===== src/rtl/ins_ram_loader_pkg.sv =====
`default_nettype none
// ============================================================================
// Module   : ins_ram_loader_pkg
// Purpose  : Shared types for the instruction RAM loader: FSM state encoding,
//            error codes and the width of the length/byte-count datapath.
// Ports    : none (package)
// Revision : 1.0 - initial release
// ============================================================================
package ins_ram_loader_pkg;

  // 9 bits so that a full 256-byte image length is representable.
  localparam int LEN_W = 9;

  typedef enum logic [2:0] {
    ST_IDLE   = 3'd0,
    ST_LEN    = 3'd1,
    ST_DATA   = 3'd2,
    ST_CSUM   = 3'd3,
    ST_VERIFY = 3'd4,
    ST_DONE   = 3'd5,
    ST_ERR    = 3'd6
  } state_e;

  typedef enum logic [1:0] {
    ERR_NONE    = 2'd0,
    ERR_TIMEOUT = 2'd1,
    ERR_CSUM    = 2'd2,
    ERR_VERIFY  = 2'd3
  } err_e;

endpackage
`default_nettype wire


===== src/rtl/ins_ram_loader_rx_timeout_ctr.sv =====
`default_nettype none
// ============================================================================
// Module   : ins_ram_loader_rx_timeout_ctr
// Purpose  : Inter-byte silence counter for the loader.
// Ports    : clk     - system clock
//            rst     - asynchronous active-high reset
//            clr     - restart the count (new phase or byte accepted)
//            en      - count enable (loader waiting for rx bytes)
//            expired - counter is about to reach TIMEOUT_CYC-1
// Revision : 1.0 - initial release
// ============================================================================
module ins_ram_loader_rx_timeout_ctr #(
  parameter int TIMEOUT_CYC = 50000,
  parameter int TO_W        = 16
) (
  input  logic clk,
  input  logic rst,
  input  logic clr,
  input  logic en,
  output logic expired
);

  // expired fires on the cycle whose edge would take the count to
  // TIMEOUT_CYC-1, so the registered error in the FSM appears exactly
  // TIMEOUT_CYC-1 cycles after the last accepted byte.
  localparam logic [TO_W-1:0] C_LAST = TO_W'(TIMEOUT_CYC - 2);

  logic [TO_W-1:0] cnt_q;

  always_ff @(posedge clk or posedge rst) begin
    if (rst) begin
      cnt_q <= '0;
    end else if (clr) begin
      cnt_q <= '0;
    end else if (en && (cnt_q != C_LAST)) begin
      cnt_q <= cnt_q + 1'b1;
    end
  end

  assign expired = en && !clr && (cnt_q == C_LAST);

endmodule
`default_nettype wire


===== src/rtl/ins_ram_loader.sv =====
`default_nettype none
// ============================================================================
// Module   : ins_ram_loader
// Purpose  : Loads an instruction image from a UART byte stream
//            (length, N data bytes, checksum) into the 256x8 instruction RAM
//            through port B, reads it back to verify, and holds the processor
//            in reset until a verified image is present.
// Ports    : clk, rst           - clock, asynchronous active-high reset
//            start              - pulse to arm a new load
//            rx_data, rx_valid  - byte stream from the UART receiver
//            q_b                - RAM port-B read data (1-cycle latency)
//            addr_b/data_b/we_b - RAM port-B address / write data / write enable
//            busy               - load or verify in progress
//            proc_hold          - processor reset request
//            load_done/load_err - verified image / failed load
//            err_code           - 0 none, 1 timeout, 2 checksum, 3 readback
//            byte_count         - data bytes written in the current load
// Revision : 1.0 - initial release
// ============================================================================
module ins_ram_loader
  import ins_ram_loader_pkg::*;
#(
  parameter int TIMEOUT_CYC = 50000,
  parameter int TO_W        = 16
) (
  input  logic             clk,
  input  logic             rst,
  input  logic             start,
  input  logic [7:0]       rx_data,
  input  logic             rx_valid,
  input  logic [7:0]       q_b,
  output logic [7:0]       addr_b,
  output logic [7:0]       data_b,
  output logic             we_b,
  output logic             busy,
  output logic             proc_hold,
  output logic             load_done,
  output logic             load_err,
  output logic [1:0]       err_code,
  output logic [LEN_W-1:0] byte_count
);

  state_e           state_q, state_d;
  err_e             err_code_q, err_code_d;
  logic [7:0]       addr_q, addr_d;          // next write address
  logic [LEN_W-1:0] len_q, len_d;
  logic [LEN_W-1:0] cnt_q, cnt_d;
  logic [LEN_W-1:0] vcnt_q, vcnt_d;          // read addresses issued
  logic [7:0]       sum_q, sum_d;
  logic [7:0]       vsum_q, vsum_d;
  logic             issue_q, issue_d;        // addr_b_q is a live read address
  logic             rd_vld_q, rd_vld_d;      // q_b carries read data this cycle
  logic [7:0]       addr_b_q, addr_b_d;
  logic [7:0]       data_b_q, data_b_d;
  logic             we_b_q, we_b_d;
  logic             busy_q, busy_d;
  logic             hold_q, hold_d;
  logic             done_q, done_d;
  logic             err_q, err_d;
  logic             to_clr, to_en, to_expired;

  ins_ram_loader_rx_timeout_ctr #(
    .TIMEOUT_CYC (TIMEOUT_CYC),
    .TO_W        (TO_W)
  ) u_timeout (
    .clk     (clk),
    .rst     (rst),
    .clr     (to_clr),
    .en      (to_en),
    .expired (to_expired)
  );

  always_comb begin
    state_d    = state_q;
    err_code_d = err_code_q;
    addr_d     = addr_q;
    len_d      = len_q;
    cnt_d      = cnt_q;
    vcnt_d     = vcnt_q;
    sum_d      = sum_q;
    vsum_d     = vsum_q;
    issue_d    = 1'b0;
    rd_vld_d   = issue_q;
    addr_b_d   = addr_b_q;
    data_b_d   = data_b_q;
    we_b_d     = 1'b0;
    busy_d     = busy_q;
    hold_d     = hold_q;
    done_d     = done_q;
    err_d      = err_q;
    to_clr     = 1'b0;
    to_en      = (state_q == ST_LEN) || (state_q == ST_DATA) || (state_q == ST_CSUM);

    unique case (state_q)
      ST_IDLE, ST_DONE, ST_ERR: begin
        if (start) begin
          state_d    = ST_LEN;
          done_d     = 1'b0;
          err_d      = 1'b0;
          err_code_d = ERR_NONE;
          cnt_d      = '0;
          sum_d      = '0;
          hold_d     = 1'b1;
          busy_d     = 1'b1;
          to_clr     = 1'b1;
        end
      end
      ST_LEN: begin
        if (rx_valid) begin
          to_clr  = 1'b1;
          len_d   = (rx_data == 8'd0) ? LEN_W'(256) : {1'b0, rx_data};
          addr_d  = '0;
          state_d = ST_DATA;
        end else if (to_expired) begin
          state_d    = ST_ERR;
          err_d      = 1'b1;
          err_code_d = ERR_TIMEOUT;
          busy_d     = 1'b0;
        end
      end
      ST_DATA: begin
        if (rx_valid) begin
          to_clr   = 1'b1;
          we_b_d   = 1'b1;
          addr_b_d = addr_q;
          data_b_d = rx_data;
          addr_d   = addr_q + 8'd1;
          sum_d    = sum_q + rx_data;
          cnt_d    = cnt_q + LEN_W'(1);
          if ((cnt_q + LEN_W'(1)) == len_q) begin
            state_d = ST_CSUM;
          end
        end else if (to_expired) begin
          state_d    = ST_ERR;
          err_d      = 1'b1;
          err_code_d = ERR_TIMEOUT;
          busy_d     = 1'b0;
        end
      end
      ST_CSUM: begin
        if (rx_valid) begin
          to_clr = 1'b1;
          if (rx_data == sum_q) begin
            // Issue read address 0 on entry so VERIFY spans exactly len+2 cycles.
            state_d  = ST_VERIFY;
            addr_b_d = '0;
            issue_d  = 1'b1;
            vcnt_d   = LEN_W'(1);
            vsum_d   = '0;
          end else begin
            state_d    = ST_ERR;
            err_d      = 1'b1;
            err_code_d = ERR_CSUM;
            busy_d     = 1'b0;
          end
        end else if (to_expired) begin
          state_d    = ST_ERR;
          err_d      = 1'b1;
          err_code_d = ERR_TIMEOUT;
          busy_d     = 1'b0;
        end
      end
      ST_VERIFY: begin
        if (rd_vld_q) begin
          vsum_d = vsum_q + q_b;
        end
        if (vcnt_q < len_q) begin
          addr_b_d = vcnt_q[7:0];
          issue_d  = 1'b1;
          vcnt_d   = vcnt_q + LEN_W'(1);
        end else if (!issue_q && !rd_vld_q) begin
          // All read data has been folded into vsum_q.
          busy_d = 1'b0;
          if (vsum_q == sum_q) begin
            state_d = ST_DONE;
            done_d  = 1'b1;
            hold_d  = 1'b0;
          end else begin
            state_d    = ST_ERR;
            err_d      = 1'b1;
            err_code_d = ERR_VERIFY;
          end
        end
      end
      default: begin
        state_d = ST_IDLE;
      end
    endcase
  end

  always_ff @(posedge clk or posedge rst) begin
    if (rst) begin
      state_q    <= ST_IDLE;
      err_code_q <= ERR_NONE;
      addr_q     <= '0;
      len_q      <= '0;
      cnt_q      <= '0;
      vcnt_q     <= '0;
      sum_q      <= '0;
      vsum_q     <= '0;
      issue_q    <= 1'b0;
      rd_vld_q   <= 1'b0;
      addr_b_q   <= '0;
      data_b_q   <= '0;
      we_b_q     <= 1'b0;
      busy_q     <= 1'b0;
      hold_q     <= 1'b1;
      done_q     <= 1'b0;
      err_q      <= 1'b0;
    end else begin
      state_q    <= state_d;
      err_code_q <= err_code_d;
      addr_q     <= addr_d;
      len_q      <= len_d;
      cnt_q      <= cnt_d;
      vcnt_q     <= vcnt_d;
      sum_q      <= sum_d;
      vsum_q     <= vsum_d;
      issue_q    <= issue_d;
      rd_vld_q   <= rd_vld_d;
      addr_b_q   <= addr_b_d;
      data_b_q   <= data_b_d;
      we_b_q     <= we_b_d;
      busy_q     <= busy_d;
      hold_q     <= hold_d;
      done_q     <= done_d;
      err_q      <= err_d;
    end
  end

  assign addr_b     = addr_b_q;
  assign data_b     = data_b_q;
  assign we_b       = we_b_q;
  assign busy       = busy_q;
  assign proc_hold  = hold_q;
  assign load_done  = done_q;
  assign load_err   = err_q;
  assign err_code   = err_code_q;
  assign byte_count = cnt_q;

endmodule
`default_nettype wire


===== config.mk =====
export PLATFORM = sky130hd
export DESIGN_NAME = ins_ram_loader
export DESIGN_NICKNAME = d
export VERILOG_FILES = /design/src/rtl/ins_ram_loader_pkg.sv /design/src/rtl/ins_ram_loader_rx_timeout_ctr.sv /design/src/rtl/ins_ram_loader.sv
export SDC_FILE = /design/constraint.sdc
export NUM_CORES = 1
export LEC_CHECK = 0
export BUFFER_PORTS_ARGS = -buffer_cell sky130_fd_sc_hd__buf_2
export CAP_MARGIN = 20
export CORE_UTILIZATION = 40
export CTS_CLUSTER_DIAMETER = 100
export DETAILED_ROUTE_END_ITERATION = 8
export GPL_ROUTABILITY_DRIVEN = 0
export RECOVER_POWER = 50
export SLEW_MARGIN = 30
export SYNTH_ARGS = -nofsm -noshare
export SYNTH_HDL_FRONTEND = slang
export SYNTH_SLANG_ARGS = --single-unit

===== constraint.sdc =====
create_clock -name clk -period 2.9 [get_ports clk]
set_clock_uncertainty 0.2 [all_clocks]
set_input_delay 0 -clock clk [delete_from_list [all_inputs] [get_ports clk]]
set_output_delay 0 -clock clk [all_outputs]
set_load 0.03 [all_outputs]

==> impl_metrics.ini, run 1 <==
[run_status]
violations = max-capacitance violations, max-slew violations
run_status = complete, but fails checks

[clocking]
ctsLongestPathBuffers = 2
clk_pin_slew_ns = 0.07
htree_levels = 3
insertion_delay_ns = 0.35
root_buffer = clkbuf_16
numClockSinks = 95
cts_tree = yes
cts_inserted_buffers = 9

[synthesis]
synth_area_um2 = 5570
ys_ff_latch = 95
synth.area.mux_share = 0.0182
synth.distinct_cells = 65
synth_top_cell_area_share = 0.422
synth_edf_count = 0
yosys.cell_count.top_type = dfrtp_1
ys_seq_area_frac = 0.427
yosysTopAreaCell = dfrtp_1
synth_common_cells = dfrtp_1, nand2_1, nor2_1, o21ai_0
synth_top_family_by_area = simple AND/OR/NAND/NOR gates
syn_nets = 661
avgSynthCellArea_um2 = 9.11
yosys_most_used_dff = dfrtp_1
synthXorXnorAreaFrac = 0.0754
yosys.area_share.simple = 0.219
syn_inst = 612
synth_warnings = 0
ys_async_sr_fraction = 1.00
synth_compound_gate_area_share = 0.154
synthAdderAreaFrac = 0.0678
synth_area_leaders = dfrtp_1, ha_1, nand2_1

[timing]
drv_slew = 51
fin_crit_sh = 0.943
max_slew.worst_pin.slew_ns = 2.09
period_needed_ns = 2.73
timing.fmax_mhz = 366
hold_viol = 0
setup_tns_ns = 0
slew_headroom = -0.398
setup_violations = 0
layout_setup_ws_ns = 0.166

[drt]
avgRoutedWirePerCell_um = 15.6
vias = 4690
post-route-drc-count = 0
drtPass1Iterations = 7
drt_iter0_drc = 260
antenna_left = 0
routed_wl_mm = 13.5
via_per_inst = 5.42

[hold_path]
hold_class = input pin to flip-flop

[placed_design]
dp_cells = 828
io_buffers = 51
place_ws_ns = 0.0596
placed_area_um2 = 6040
dp.final_hpwl_mm = 9.72

[finish]
syn_to_final_growth_pct = 17.4
final_cell_count_no_fill = 865
drive_gt1_frac = 0.131
diodes = 0
finalNetCount = 733
final_cell_area_um2 = 6540

[global_route]
grt_pass1_wl_mm = 22.7
antenna_found_initial = 0
grt_pass1_vias = 4589
grt_overflow = 0
grt_max_degree = 52
grt_use_total = 0.199

[floorplanning]
start_util = 0.416
rows = 42
core_area_um2 = 13400
die_x_um = 120
num_io_pins = 52
dieHeight_um = 120
die-area_um2 = 14400

[worst_setup_path]
crit_path_end_kind = flip-flop
arrival_ns = 2.78
crit_required_ns = 2.94
path_max_fanout = 16
path_class = flip-flop to flip-flop
critPathLaunchType = flip-flop

[power_and_ir_drop]
vdd_drop_max_v = 0.000437
power_density_nw_per_um2 = 922
total_leakage_power_nw = 2.90

[run]
cap_violations = 1
==> path summary, 6_finish.rpt <==
check,slack (ns),end,from,cells past startpoint
min in group asynchronous,0.70,addr_b[7],rst,3
worst min register to register,0.17,rd_vld_q,issue_q,0
worst min-delay path,0.03,vsum_q[4],q_b[4],5
max in group asynchronous,0.60,byte_count[4],rst,3
worst max register to register,0.17,vsum_q[7],state_q[1],9
worst max-delay path,0.17,vsum_q[7],state_q[1],9
==> what timing repair did <==
action | in CTS | in global routing
resized for setup | 0 | 3
endpoints found under the setup margin | 0 | 9
hold buffers | 18 | 0
hold endpoints to repair | 84 | 0
buffers inserted | 0 | 3
==> area by class of cell <==
cell class	instances	area, um2
clock buffer	9	225
sequential	95	2380
fill	1288	6860
clock inverter	7	95.1
timing repair buffer	90	571
multi-input combinational	471	2990
tap	176	220
inverter	17	63.8
==> worst max-delay path, stage by stage (launching register included) <==
cell,delay (ns)
dfrtp_1,0.67
and3b_2,0.36
nand2_2,0.12
buf_4,0.16
buf_4,0.12
and2_2,0.19
o21ai_1,0.26
buf_4,0.26
nor3_1,0.06
a22o_1,0.22
==> cells by family after synthesis <==
group | after synthesis
AOI/OAI and AO/OA | 134
xor gates and xnor gates | 48
adders and majority gates | 29
buffers and inverters | 46
DFF | 95
muxes | 9
and+or+nand+nor | 251
==> layout by cell type (no fill, tap or decap), types with 2 or more instances in the layout <==
cell           count
a211oi_1           3
a21o_1             3
a21oi_1           27
a22o_1             9
a31oi_1            5
and2_1             3
and3_1             5
and3_4             2
buf_2             23
buf_4             20
bufinv_16          2
clkbuf_1          28
clkbuf_16          9
clkinv_2           2
dfrtp_1           93
dlygate4sd3_1     18
fa_1               2
ha_1              26
inv_1             17
mux2_2             9
nand2_1           88
nand2_4            2
nand2b_1           4
nand3_1           28
nand4_1           13
nor2_1            61
nor2b_1            3
nor3_1            11
nor4_1             5
o211ai_1           2
o21a_1             2
o21ai_0           48
o21bai_1           4
o31ai_1           14
o41ai_1            3
or3_1              8
or4_1              4
xnor2_1           28
xor2_1            20
==> flip-flops by register name (all words and copies together), names as in the netlist, 8 cells and up <==
name and cells:
addr_b 8, addr_q 8, byte_count 9, data_b 8, len_q 9, sum_q 8
u_timeout.cnt_q 16, vcnt_q 9, vsum_q 8
==> power breakdown <==
part           internal (W)  switching, W  total [W]
Sequential          0.00169      0.000400    0.00209
Clock              0.000757      0.000530    0.00129
Combinational       0.00103       0.00163    0.00266
==> metrics by stage <==
stage | power [W] | utilization | hold slack [ns]
floorplan | 0.00401 | - | -0.0946
detailed placement | 0.00473 | 0.451 | -0.0480
finish | 0.00603 | 0.488 | 0.0306
CTS | 0.00607 | 0.488 | 0.0162
global route | 0.00648 | 0.488 | 0.0808
global placement | 0.00467 | 0.451 | -0.0574
==> routing by layer <==
layer  global-route usage  vias to the layer above  routed length [um]
li1                     -                     2302                   -
met1                0.259                     2266                6350
met2                0.326                       99                6310
met3               0.0466                       23                 508
met4               0.0664                        0                 308
met5                    0                        -                   0
Note: power is estimated with default switching activity, not from simulation.
==> run 2, diff against run 1 <==
PLACE_DENSITY_LB_ADDON = 0.12   (was unset)
==> impl_metrics.ini, run 2 (synthesized netlist as in run 1, its figures left out) <==
[power_and_ir_drop]
power_density_nw_per_um2 = 946
switchingPower_w = 0.00254
pwr-share-clk = 0.242
swShare = 0.409
internal-power_w = 0.00367
combPwrFrac = 0.422
pwr-share-seq = 0.335
vdd_drop_max_v = 0.000363
total_leakage_power_nw = 2.92

[worst_setup_path]
rr_endpoint = vcnt_q[8]
crit_path_end_kind = flip-flop
crit_path_start = sum_q[5]
reg2reg_slack_ns = 0.14
critPathLaunchType = flip-flop
path_max_fanout = 6
arrival_ns = 2.84
path_class = flip-flop to flip-flop
crit_required_ns = 2.97
crit_end = vcnt_q[8]
r2r-start = sum_q[5]
rr_worst_depth = 8

[finish]
drive_gt1_frac = 0.124
diodes = 0
multi_input_area_um2 = 2980
final_common_cell = dfrtp_1
seq_area_um2 = 2380
final_cell_count_no_fill = 862
fill_cells = 1278
largest_reg_flops = 16
final_cell_area_um2 = 6570
syn_to_final_growth_pct = 18.0
final_cell_mix = dfrtp_1, nand2_1, nor2_1
largest_register = u_timeout.cnt_q
finalNetCount = 730

[clocking]
cts_inserted_buffers = 9
cts_setup_buffers = 0
cts_tree = yes
htree_levels = 3
ctsLongestPathBuffers = 2
numClockSinks = 95
root_buffer = clkbuf_16
insertion_delay_ns = 0.35
clk_pin_slew_ns = 0.07

[floorplanning]
start_util = 0.416
rows = 42
die_x_um = 120
die-area_um2 = 14400
core_area_um2 = 13400
dieHeight_um = 120
num_io_pins = 52

[timing]
fin_crit_sh = 0.952
rsz0062_at_grt = no
period_needed_ns = 2.76
setup_tns_ns = 0
max_slew.worst_pin.slew_ns = 1.90
hold_viol = 0
drv_slew = 48
timing.fmax_mhz = 362
setup_violations = 0
slew_headroom = -0.269

[run_status]
run_status = complete, but fails checks
violations = max-capacitance violations, max-slew violations

[drt]
via_per_inst = 5.40
drtPass1Iterations = 5
avgRoutedWirePerCell_um = 16.0
antenna_left = 0
vias = 4654
routed_wl_mm = 13.7
drt_iter0_drc = 296
post-route-drc-count = 0

[placed_design]
dp.final_hpwl_mm = 9.86
io_buffers = 51
placed_area_um2 = 6030
dp_cells = 827

[global_route]
grt_pass1_wl_mm = 22.7
grt_max_degree = 49
grt_use_total = 0.201
antenna_found_initial = 0
grt_overflow = 0
grt_pass1_vias = 4533

[run]
cap_violations = 1

[hold_path]
hp-start = q_b[4]
hold_class = input pin to flip-flop
run 2: cell count changes in the layout (fill, tap and decap cells not counted), sizes merged:
cell / before / now
buf: 44 / 40
bufinv: 2 / 4
clkbuf: 37 / 39
clkinv: 3 / 0
dlygate4sd3: 18 / 19
inv: 18 / 17
run 2: what timing repair did:
| item | in CTS | in global routing |
|---|---|---|
| hold buffers | 19 | 0 |
| gates resized for setup | 0 | 2 |
| hold endpoints to repair | 88 | 0 |
| endpoints found under the setup margin | 0 | 8 |
run 2: power by group through the flow:
stage	Clock, W	Sequential, W	Combinational [W]
global placement	0	0.00209	0.00259
finish	0.00151	0.00208	0.00262
floorplan	0	0.00220	0.00181
detailed placement	0	0.00210	0.00263
global route	0.00160	0.00214	0.00293
CTS	0.00155	0.00208	0.00267
run 2: worst min path at each step:
stage                endpoint  slack [ns]  cells past startpoint
floorplan           data_b[0]       -0.09                      2
global placement    addr_b[5]       -0.07                      2
detailed placement  addr_b[3]       -0.07                      2
CTS                 vsum_q[4]        0.04                      5
global route        vsum_q[4]        0.09                      5
finish              vsum_q[4]        0.05                      5
run 2: worst max-delay path, cell delays in order, from the launching register on:
cell,delay [ns]
dfrtp_1,0.40
ha_1,0.35
nor4_2,0.28
nand3_1,0.18
nand2_2,0.18
nand3_4,0.11
or3_4,0.42
or4_1,0.40
a21oi_1,0.16
run 2: per-stage QoR:
stage	worst slack, ns	hold slack [ns]	total power [W]	util
finish	0.138	0.0504	0.00622	0.491
detailed placement	0.0481	-0.0660	0.00473	0.450
floorplan	0.225	-0.0946	0.00401	-
global placement	0.0884	-0.0691	0.00468	0.450
CTS	0.0195	0.0369	0.00630	0.493
global route	0.0288	0.0889	0.00667	0.491
run 2: layer usage:
layer | vias to the layer above | track usage | routed length, um
li1 | 2299 | - | -
met1 | 2230 | 0.261 | 6410
met2 | 107 | 0.331 | 6470
met3 | 18 | 0.0480 | 607
met4 | 0 | 0.0625 | 263
met5 | - | 0 | 0
run 2: layout make-up:
cell class,instances,area share
inverter,17,0.00971
clock buffer,11,0.0384
multi-input combinational,471,0.453
timing repair buffer,87,0.0837
tap,176,0.0335
sequential,95,0.362
clock inverter,5,0.0194
